### config.mk
export PLATFORM = sky130hd
export DESIGN_NAME = key_debounce_flat
export DESIGN_NICKNAME = d
export VERILOG_FILES = /design/src/rtl/key_debounce_pkg.sv /design/src/rtl/key_debounce_if.sv /design/src/rtl/key_debounce_tick_gen.sv /design/src/rtl/key_debounce.sv /design/src/flat_wrapper.sv
export SDC_FILE = /design/constraint.sdc
export NUM_CORES = 1
export LEC_CHECK = 0
export CAP_MARGIN = 20
export CORE_ASPECT_RATIO = 0.7
export CORE_MARGIN = 1.5
export CORE_UTILIZATION = 50
export DETAILED_ROUTE_END_ITERATION = 16
export PLACE_DENSITY = 0.74
export SLEW_MARGIN = 30
export SYNTH_ARGS = -nofsm -noshare
export SYNTH_HDL_FRONTEND = slang
export SYNTH_HIERARCHICAL = 1
export SYNTH_SLANG_ARGS = --single-unit
### constraint.sdc
create_clock -name CLK -period 4.4 [get_ports CLK]
set_input_delay 0.88 -clock CLK [delete_from_list [all_inputs] [get_ports CLK]]
set_output_delay 0.88 -clock CLK [all_outputs]
set_load 0.005 [all_outputs]
### src/rtl/key_debounce_pkg.sv
// ============================================================================
// key_pkg : shared state encoding and default constants for key_debounce.
// Revision: 1.0
// ============================================================================
`default_nettype none

package key_pkg;

  typedef enum logic [1:0] {
    IDLE         = 2'd0,
    PRESS_WAIT   = 2'd1,
    HELD         = 2'd2,
    RELEASE_WAIT = 2'd3
  } key_state_e;

  localparam int unsigned KEY_TICK_DIV_DEFAULT = 50000;
  localparam int unsigned KEY_STABLE_N_DEFAULT = 20;
  localparam int unsigned KEY_LONG_N_DEFAULT   = 1000;

endpackage

`default_nettype wire

### src/rtl/key_debounce_if.sv
// ============================================================================
// key_debounce_if : raw key input and conditioned key events.
// Revision: 1.0
// ============================================================================
`default_nettype none

interface key_debounce_if;

  logic key_in;
  logic key_level;
  logic press;
  logic release_pulse;
  logic toggle;
  logic long_press;

  modport slave (
    input  key_in,
    output key_level,
    output press,
    output release_pulse,
    output toggle,
    output long_press
  );

  modport master (
    output key_in,
    input  key_level,
    input  press,
    input  release_pulse,
    input  toggle,
    input  long_press
  );

endinterface

`default_nettype wire

### src/rtl/key_debounce_tick_gen.sv
// ============================================================================
// tick_gen : free-running prescaler, one-CLK tick every TICK_DIV cycles.
// Revision: 1.0
// ============================================================================
`default_nettype none

module tick_gen #(
  parameter int unsigned TICK_DIV = key_pkg::KEY_TICK_DIV_DEFAULT
) (
  input  logic CLK,
  input  logic rst,
  output logic tick
);

  localparam int unsigned CW = $clog2(TICK_DIV);
  localparam logic [CW-1:0] CNT_LAST = CW'(TICK_DIV - 1);

  logic [CW-1:0] cnt_q;
  logic [CW-1:0] cnt_d;

  assign tick = (cnt_q == CNT_LAST);

  always_comb begin
    cnt_d = cnt_q + 1'b1;
    if (tick) begin
      cnt_d = '0;
    end
  end

  always_ff @(posedge CLK or negedge rst) begin
    if (!rst) begin
      cnt_q <= '0;
    end else begin
      cnt_q <= cnt_d;
    end
  end

endmodule

`default_nettype wire

### src/rtl/key_debounce.sv
// ============================================================================
// key_debounce : synchronizes and debounces one raw key into level, press,
// release, toggle and (with LONG_PRESS_EN defined) long-press events.
// Revision: 1.0
// ============================================================================
`default_nettype none

module key_debounce
  import key_pkg::*;
#(
  parameter int unsigned TICK_DIV   = KEY_TICK_DIV_DEFAULT,
  parameter int unsigned STABLE_N   = KEY_STABLE_N_DEFAULT,
  parameter int unsigned LONG_N     = KEY_LONG_N_DEFAULT,
  parameter int unsigned ACTIVE_LOW = 1
) (
  input  logic           CLK,
  input  logic           rst,
  key_debounce_if.slave  bus
);

  localparam int unsigned   SW          = $clog2(STABLE_N + 1);
  localparam logic [SW-1:0] STABLE_LAST = SW'(STABLE_N);
  localparam logic          RAW_IDLE    = (ACTIVE_LOW != 0) ? 1'b1 : 1'b0;

  logic        tick;
  logic [1:0]  sync_q;
  logic        key_s;

  key_state_e  state_q;
  key_state_e  state_d;
  logic [SW-1:0] stb_q;
  logic [SW-1:0] stb_d;
  logic [SW-1:0] stb_inc;
  logic        press_evt;
  logic        release_evt;

  logic        key_level_q;
  logic        press_q;
  logic        release_q;
  logic        toggle_q;

  tick_gen #(
    .TICK_DIV (TICK_DIV)
  ) u_tick_gen (
    .CLK  (CLK),
    .rst  (rst),
    .tick (tick)
  );

  // Synchronizer resets to the released raw level so reset exit is silent.
  always_ff @(posedge CLK or negedge rst) begin
    if (!rst) begin
      sync_q <= {2{RAW_IDLE}};
    end else begin
      sync_q <= {sync_q[0], bus.key_in};
    end
  end

  assign key_s   = sync_q[1] ^ RAW_IDLE;
  assign stb_inc = stb_q + 1'b1;

  always_comb begin
    state_d     = state_q;
    stb_d       = stb_q;
    press_evt   = 1'b0;
    release_evt = 1'b0;
    case (state_q)
      IDLE: begin
        if (key_s) begin
          state_d = PRESS_WAIT;
        end
      end
      PRESS_WAIT: begin
        // A drop on a tick cycle aborts rather than counts.
        if (!key_s) begin
          state_d = IDLE;
        end else if (tick) begin
          if (stb_inc == STABLE_LAST) begin
            state_d   = HELD;
            press_evt = 1'b1;
          end else begin
            stb_d = stb_inc;
          end
        end
      end
      HELD: begin
        if (!key_s) begin
          state_d = RELEASE_WAIT;
        end
      end
      RELEASE_WAIT: begin
        if (key_s) begin
          state_d = HELD;
        end else if (tick) begin
          if (stb_inc == STABLE_LAST) begin
            state_d     = IDLE;
            release_evt = 1'b1;
          end else begin
            stb_d = stb_inc;
          end
        end
      end
      default: begin
        state_d = IDLE;
      end
    endcase
    if (state_d != state_q) begin
      stb_d = '0;
    end
  end

  always_ff @(posedge CLK or negedge rst) begin
    if (!rst) begin
      state_q <= IDLE;
      stb_q   <= '0;
    end else begin
      state_q <= state_d;
      stb_q   <= stb_d;
    end
  end

  always_ff @(posedge CLK or negedge rst) begin
    if (!rst) begin
      key_level_q <= 1'b0;
      press_q     <= 1'b0;
      release_q   <= 1'b0;
      toggle_q    <= 1'b0;
    end else begin
      press_q   <= press_evt;
      release_q <= release_evt;
      if (press_evt) begin
        key_level_q <= 1'b1;
        toggle_q    <= ~toggle_q;
      end else if (release_evt) begin
        key_level_q <= 1'b0;
      end
    end
  end

  assign bus.key_level     = key_level_q;
  assign bus.press         = press_q;
  assign bus.release_pulse = release_q;
  assign bus.toggle        = toggle_q;

`ifdef LONG_PRESS_EN
  localparam int unsigned   LW        = $clog2(LONG_N + 1);
  localparam logic [LW-1:0] LONG_LAST = LW'(LONG_N);

  logic [LW-1:0] long_cnt_q;
  logic [LW-1:0] long_cnt_d;
  logic [LW-1:0] long_inc;
  logic          long_evt;
  logic          long_q;

  assign long_inc = long_cnt_q + 1'b1;

  // Saturates at LONG_N; RELEASE_WAIT only holds so a bounce back keeps it.
  always_comb begin
    long_cnt_d = long_cnt_q;
    long_evt   = 1'b0;
    case (state_q)
      HELD: begin
        if (tick && (long_cnt_q != LONG_LAST)) begin
          long_cnt_d = long_inc;
          long_evt   = (long_inc == LONG_LAST);
        end
      end
      RELEASE_WAIT: begin
        long_cnt_d = long_cnt_q;
      end
      default: begin
        long_cnt_d = '0;
      end
    endcase
  end

  always_ff @(posedge CLK or negedge rst) begin
    if (!rst) begin
      long_cnt_q <= '0;
      long_q     <= 1'b0;
    end else begin
      long_cnt_q <= long_cnt_d;
      long_q     <= long_evt;
    end
  end

  assign bus.long_press = long_q;
`else
  assign bus.long_press = 1'b0;
`endif

endmodule

`default_nettype wire

### src/flat_wrapper.sv
// flat-port wrapper written by rule: the top's interface ports become plain ports
module key_debounce_flat import key_pkg::*;
#(
  parameter int unsigned TICK_DIV   = KEY_TICK_DIV_DEFAULT,
  parameter int unsigned STABLE_N   = KEY_STABLE_N_DEFAULT,
  parameter int unsigned LONG_N     = KEY_LONG_N_DEFAULT,
  parameter int unsigned ACTIVE_LOW = 1
)
  (CLK, rst, bus_key_in, bus_key_level, bus_press, bus_release_pulse, bus_toggle, bus_long_press);
  key_debounce_if bus_i ();
  input  logic CLK;
  input  logic rst;
  input wire logic [$bits(bus_i.key_in)-1:0] bus_key_in;
  output wire logic [$bits(bus_i.key_level)-1:0] bus_key_level;
  output wire logic [$bits(bus_i.press)-1:0] bus_press;
  output wire logic [$bits(bus_i.release_pulse)-1:0] bus_release_pulse;
  output wire logic [$bits(bus_i.toggle)-1:0] bus_toggle;
  output wire logic [$bits(bus_i.long_press)-1:0] bus_long_press;
  assign bus_i.key_in = bus_key_in;
  assign bus_key_level = bus_i.key_level;
  assign bus_press = bus_i.press;
  assign bus_release_pulse = bus_i.release_pulse;
  assign bus_toggle = bus_i.toggle;
  assign bus_long_press = bus_i.long_press;
  key_debounce #(.TICK_DIV(TICK_DIV), .STABLE_N(STABLE_N), .LONG_N(LONG_N), .ACTIVE_LOW(ACTIVE_LOW)) u_core (.CLK(CLK), .rst(rst), .bus(bus_i));
endmodule
After elaboration in Yosys (flattened, before gate mapping)
Index checks and enable logic that the tools add are counted.
{"block": "word_totals", "ff_bits": 29, "latch_bits": 0, "ram_bits": 0, "rom_bits": 0, "input_bits": 3, "out_inout_bits": 5, "elab_cells": 47, "n_memories": 0}
{"block": "classes", "addsub": 2, "n_mul": 0, "div": 0, "n_lt_le_gt_ge": 0, "n_eq_ne": 8, "shifts": 0, "muxes": 24, "bitwise": 1, "reduce_logical": 4}
{"cell": "$mux 5", "count": 5}
{"cell": "$add 16x1->16 const B", "count": 1}
{"cell": "$eq 16x16->1 const B", "count": 1}
{"cell": "$mux 16", "count": 1}
{"cell": "$mux 2", "count": 8}
{"cell": "$pmux 5 s2", "count": 1}
{"cell": "$mux 1", "count": 8}
{"cell": "$pmux 2 s4", "count": 1}
{"cell": "$add 5x1->5 const B", "count": 1}
{"cell": "$eq 5x5->1 const B", "count": 1}
{"cell": "$eq 2x2->1 const B", "count": 2}
{"cell": "$ne 3x1->1 const B", "count": 1}
{"cell": "$ne 3x3->1 const B", "count": 1}
{"cell": "$reduce_and 3->1", "count": 1}
{"cell": "$reduce_bool 3->1", "count": 1}
{"cell": "$eq 2x1->1 const B", "count": 1}
{"cell": "$logic_not 2->1", "count": 1}
{"cell": "$ne 2x2->1", "count": 1}
{"cell": "$reduce_bool 2->1", "count": 1}
{"cell": "$not 1->1", "count": 1}

Depth between registers and ports, before layout
{"block": "depth", "depth_word": 9, "mapped_depth": 9, "depth_no_buf": 6}

Hierarchy
Netlist, hierarchy kept.
{"module": "tick_gen", "n_inst": 1, "cells_per_inst": 67, "area_per_inst_um2": 762.0, "seq_area_each_um2": 400.4}
{"module": "key_debounce", "n_inst": 1, "cells_per_inst": 62, "area_per_inst_um2": 690.7, "seq_area_each_um2": 327.8}

Worst setup path after synthesis
Ideal clock, no wire load.
{"block": "synth_timing", "path_kind": "reg-to-reg", "from": "register u_core.u_tick_gen.cnt_q[0]", "to": "register u_core.key_level_q (netlist: u_core/bus.key_level)", "setup_time_ps": 132, "t_arrival_ps": 1850, "t_required_ps": 4268, "setup_slack_ps": 2418, "path_stages_with_launch": 10, "n_path_buf": 3, "period_less_slack_ps": 1982, "cell_sequence": "dfrtp_1 > ha_1 > and3_1 > buf_2 > and4_1 > buf_6 > buf_2 > nand4_4 > nor4_2 > or3b_1"}
{"block": "synth_via", "elab_chain_len": 5, "elab_cells_between_ends": 8, "cone_classes": "eq/ne: 1; mux: 6; reduce/logical: 1"}
{"element": "start, declared", "line_no": "key_debounce_tick_gen.sv:18", "source": "logic [CW-1:0] cnt_q;"}
{"element": "start signal, assigned", "line_no": "key_debounce_tick_gen.sv:34", "source": "cnt_q <= cnt_d;"}
{"element": "$eq 16x16->1 *", "line_no": "key_debounce_tick_gen.sv:21", "source": "assign tick = (cnt_q == CNT_LAST);"}
{"element": "net u_core.tick", "line_no": "key_debounce.sv:25", "source": "logic tick;"}
{"element": "$mux 1 *", "line_no": "key_debounce.sv:77", "source": "end else if (tick) begin"}
{"element": "$mux 1 *", "line_no": "key_debounce.sv:75", "source": "if (!key_s) begin"}
{"element": "$mux 1 *", "line_no": "key_debounce.sv:67", "source": "case (state_q)"}
{"element": "net u_core.press_evt", "line_no": "key_debounce.sv:34", "source": "logic press_evt;"}
{"element": "$mux 1 or $reduce_bool 2->1 (tied branches)"}
{"element": "end signal, assigned", "line_no": "key_debounce.sv:124", "source": "key_level_q <= 1'b0;"}
{"element": "end signal, assigned", "line_no": "key_debounce.sv:132", "source": "key_level_q <= 1'b1;"}
{"element": "end signal, assigned", "line_no": "key_debounce.sv:135", "source": "key_level_q <= 1'b0;"}
{"element": "end, declared", "line_no": "key_debounce.sv:37", "source": "logic key_level_q;"}
The timed path passes the listed nets; every way through them passes the cells marked *.
A chain may end at the register's enable or synchronous reset.

Final worst setup path
{"block": "layout_timing", "from": "register u_core.u_tick_gen.cnt_q[0]", "to": "register u_core.state_q[1]"}
{"block": "layout_via", "elab_chain_len": 4, "elab_cells_between_ends": 6, "cone_classes": "eq/ne: 1; mux: 5"}
{"element": "$eq 16x16->1 *", "line_no": "key_debounce_tick_gen.sv:21"}
{"element": "net u_core.tick", "line_no": "key_debounce.sv:25"}
{"element": "$mux 2 (on tied branches)", "line_no": "key_debounce.sv:94, key_debounce.sv:77"}
{"element": "$mux 2 (on tied branches)", "line_no": "key_debounce.sv:92, key_debounce.sv:75"}
{"element": "$pmux 2 s4 *", "line_no": "key_debounce.sv:67"}
{"element": "net u_core.state_d[1]", "line_no": "key_debounce.sv:30", "source": "key_state_e state_d;"}
{"element": "end signal, assigned", "line_no": "key_debounce.sv:117", "source": "state_q <= state_d;"}
{"element": "end, declared", "line_no": "key_debounce.sv:29", "source": "key_state_e state_q;"}
Marked as above.

==> impl_summary.md <==
Run status
The run finished with clean final reports.

Synth
The total of flip-flops plus latches after synthesis is 29. Of the post-synthesis cell area, the dominant cell type holds 46.51%. The synthesized netlist contains 45 unique library cells. The count of mapped cells out of synthesis is 129.

Summing every instance area after synthesis gives 1453 sq um. Sorting the synthesized cells by area gives the leading types as dfrtp_1, xor2_1, dfstp_2. The synthesized design spends more area on one cell type than any other, namely dfrtp_1. The number of warning messages in the yosys log is 6.

The most frequent cell after synthesis is dfrtp_1. The average instance in the mapped netlist occupies 11.26 sq um. The synthesized net count is 134. Sequential cells were found to cover 50.13% of the synthesized design area.

The number of synthesized flops with an enable pin is 0. The predominant post-synthesis flop cell is dfrtp_1. Sorting the synthesized cells by how often they occur yields dfrtp_1, nand2_1, nor2_1, xor2_1, nand4_1. Of all flip-flops after synthesis, the portion carrying an async set or reset was 100.0%.

STA
Derived from the worst setup path, the maximum achievable clock frequency is 410.2 MHz. Headroom to the max-slew limit came out at 59.42%. Setup repair after global routing left no endpoint under its margin. Setup slack closes at 1.962 ns.

The number of failing hold endpoints at the final stage is 0. The number of pins with negative max-slew slack in the final report was 0. Between clock sinks in the finished design, the worst skew comes to 0.006617 ns. For the pin with the worst max-slew slack, the measured transition is 0.6087 ns.

The total negative slack is 0 ns. The final critical delay including setup and external delays is 2.438 ns. In the finished design, the share of the clock period the worst path needs comes to 55.41%. The final setup violation count is 0.

Critical path
The required time of the worst setup path is 4.60 ns. STA classifies the critical path endpoint as a register. In this run the critical register-to-register path is captured at u_core/state_q[1]$_DFF_PN0_. The capture point of the critical path is u_core/state_q[1]$_DFF_PN0_.

The largest fanout of any net on the critical path is 18. Measured in cells, the most critical reg-to-reg path has a length of 6. The startpoint kind of the worst setup timing path is a register. The beginning of the worst register-to-register path is u_core/u_tick_gen/cnt_q[0]$_DFF_PN0_.

The startpoint of the worst setup timing path is u_core/u_tick_gen/cnt_q[0]$_DFF_PN0_. The critical path data arrival time is 2.64 ns. The start-to-end type of the worst setup path is reg2reg. The setup check on the worst reg-to-reg path leaves a slack of 1.96 ns.

Worst hold path
The path class of the tightest hold or removal check is reg2reg.

Floorplan
The die is 48.10 microns tall. The initial cell density of the core is 52.20%. The floorplan step set the die width to 67.43 microns. The die area is 3243 sq um. The floorplan has 16 rows. The total area inside the core boundary comes to 2783 sq um. For this design the top-level I/O count stands at 8.

Drt
Dividing the detail-routed wire length by the instance count gives 14.79 microns. The detailed-route via count is 959. The number of DRC markers in iteration 0 is 41. The total wire length is 2588 microns. The first-pass iteration count of the detailed router is 4. After detailed routing, the number of remaining DRC violations is 0. After detailed routing, the number of vias per cell comes to 5.480. The count of nets left with antenna violations once routing finished came out at 0.

Global route
Global routing used 19.59% of the available tracks. The maximum number of pins on one net before global-route repair is 30. The first global-routing pass estimated 4491 microns of wire. The remaining global-route overflow is 0. The number of antenna violations at the first check in global routing is 0. The via count of the first global-routing pass is 939.

Clock tree
The TritonCTS clock tree is built. After clock tree synthesis, the clock-pin slew on the worst setup and hold paths is 0.07 ns. In this run, post-CTS repair resized a total of 0 instances. Counting the buffers created by CTS gives 5.

The tree is rooted in a clkbuf_8. The clock tree synthesis step divided the H-tree into 2 levels. The hold buffer count at CTS is 0. At the later pin of the worst-skew pair, clock insertion delay measures 0.28 ns. The maximum clock insertion buffer count is 2. The post-CTS setup-driven buffer insertion count is 0.

The clock drives 29 sinks.

Power and ir drop
The clock network fraction of design power is 41.8%. The switching power total is 0.1122 mW. For this design the ratio of total power to cell area is 308.1 nW/um^2. The share of power burned in registers is 55.0%. Per report_power, the combinational group accounts for 3.1% of the total. The static leakage power is 0.7564 nW. Internal power comes to 0.3843 mW. The peak supply drop is 0.1567 mV. The switching part of the total is 22.59%. The total power draw is 0.4965 mW.

Placement
In this run the cell area measured after placement is 1529 sq um. The count of port buffers added during placement is 6. The final weighted congestion of routability-driven global placement is 0.7940.

Once detailed placement completed, the half-perimeter wirelength came to 1811 microns. OpenSTA, run right after detailed placement, puts the worst setup slack at 1.986 ns.

Job
The total of max-cap violations is 0.

Cells and area
The multi-input gate area in the final layout is 669.4 sq um. The sequential cell area is 728.2 sq um. At the end of the flow, the number of nets in the layout was 143. The area overhead of the layout relative to synthesis is 10.94%. The number of antenna repair diodes is 0. The fraction of layout instances using a drive strength above 1 is 13.67%. The number of fill cells is 227. The cell area after layout is 1612 sq um.
==> worst min-delay path by stage <==
stage | from | endpoint | depth (start not counted)
after detailed placement | u_core/sync_q[0]$_DFF_PN1_ | u_core/sync_q[1]$_DFF_PN1_ | 0
after global placement | u_core/sync_q[0]$_DFF_PN1_ | u_core/sync_q[1]$_DFF_PN1_ | 0
after floorplan | u_core/sync_q[0]$_DFF_PN1_ | u_core/sync_q[1]$_DFF_PN1_ | 0
after global routing | u_core/sync_q[0]$_DFF_PN1_ | u_core/sync_q[1]$_DFF_PN1_ | 0
after CTS | u_core/sync_q[0]$_DFF_PN1_ | u_core/sync_q[1]$_DFF_PN1_ | 0
final | u_core/sync_q[0]$_DFF_PN1_ | u_core/sync_q[1]$_DFF_PN1_ | 0
==> placed cells by master (no fill, tap or decap), types with 3 or more instances in the layout <==
cell type,netlist,routed
nand4_1,6,6
mux2i_1,5,5
and4_1,4,4
clkbuf_8,0,5
clkdlybuf4s50_1,0,6
xor2_1,9,9
nand2_1,9,9
inv_1,5,5
dfrtp_1,27,27
nor2_1,9,9
nor2b_1,3,3
nand3_1,5,5
xnor2_1,4,4
==> critical path, cell delays in order, from the launching register on <==
cell and delay (ns):
dfrtp_1 0.40, ha_1 0.20, and3_1 0.27, and4_1 0.62, nand4_4 0.20, nor2_1 0.41
mux2i_1 0.25
==> flip-flops by register name, summed over array words and instances (netlist names) <==
signal and flops:
u_core/bus.press 1, u_core/stb_q 5, u_core/bus.key_level 1, u_core/state_q 2, u_core/sync_q 2, u_core/bus.toggle 1
u_core/bus.release_pulse 1, u_core/u_tick_gen/cnt_q 16
==> through the flow <==
stage	hold slack [ns]	util, %	cells
after floorplan	0.3452	-	129
after global placement	0.3454	54.95	167
after detailed placement	0.3507	54.95	167
after CTS	0.3554	57.91	175
after global routing	0.3612	57.91	175
final	0.3551	57.91	175
==> layout make-up <==
class	count	area share, %
inverters	5	1.165
flip-flops and latches	29	45.19
multi-input cells	90	41.54
clock inverters	2	0.6211
well taps	36	2.795
clock buffers	6	4.503
repair buffers	7	4.193
==> per-layer routing <==
| metal | vias to the layer above | GRT usage [%] | share of wire, % |
|---|---|---|---|
| li1 | 473 | - | - |
| met1 | 467 | 26.74 | 50 |
| met2 | 17 | 29.70 | 45 |
| met3 | 2 | 6.236 | 4.5 |
| met4 | 0 | 7.347 | 0.15 |
| met5 | - | 0 | 0 |
==> power by group through the flow <==
| stage | Sequential (mW) | Clock, mW | Combinational, mW |
|---|---|---|---|
| CTS | 0.273 | 0.213 | 0.0161 |
| floorplan | 0.276 | 0 | 0.00911 |
| global route | 0.273 | 0.230 | 0.0182 |
| finish | 0.273 | 0.208 | 0.0156 |
| global placement | 0.278 | 0 | 0.0155 |
| detailed placement | 0.278 | 0 | 0.0160 |
==> kinds of logic (layout without fill, tap and decap cells) <==
kind of cell,count (synthesis),after routing,share of synthesized area [%]
AOI/OAI and AO/OA,11,11,5.684
xor gates and xnor gates,15,15,10.08
adders and majority gates,2,2,1.722
buffers and inverters,10,20,3.790
DFF,29,29,50.13
muxes,5,5,3.445
other,1,1,0.2582
and+or+nand+nor,56,56,24.89
No activity file was read; power rests on OpenSTA's default activity.
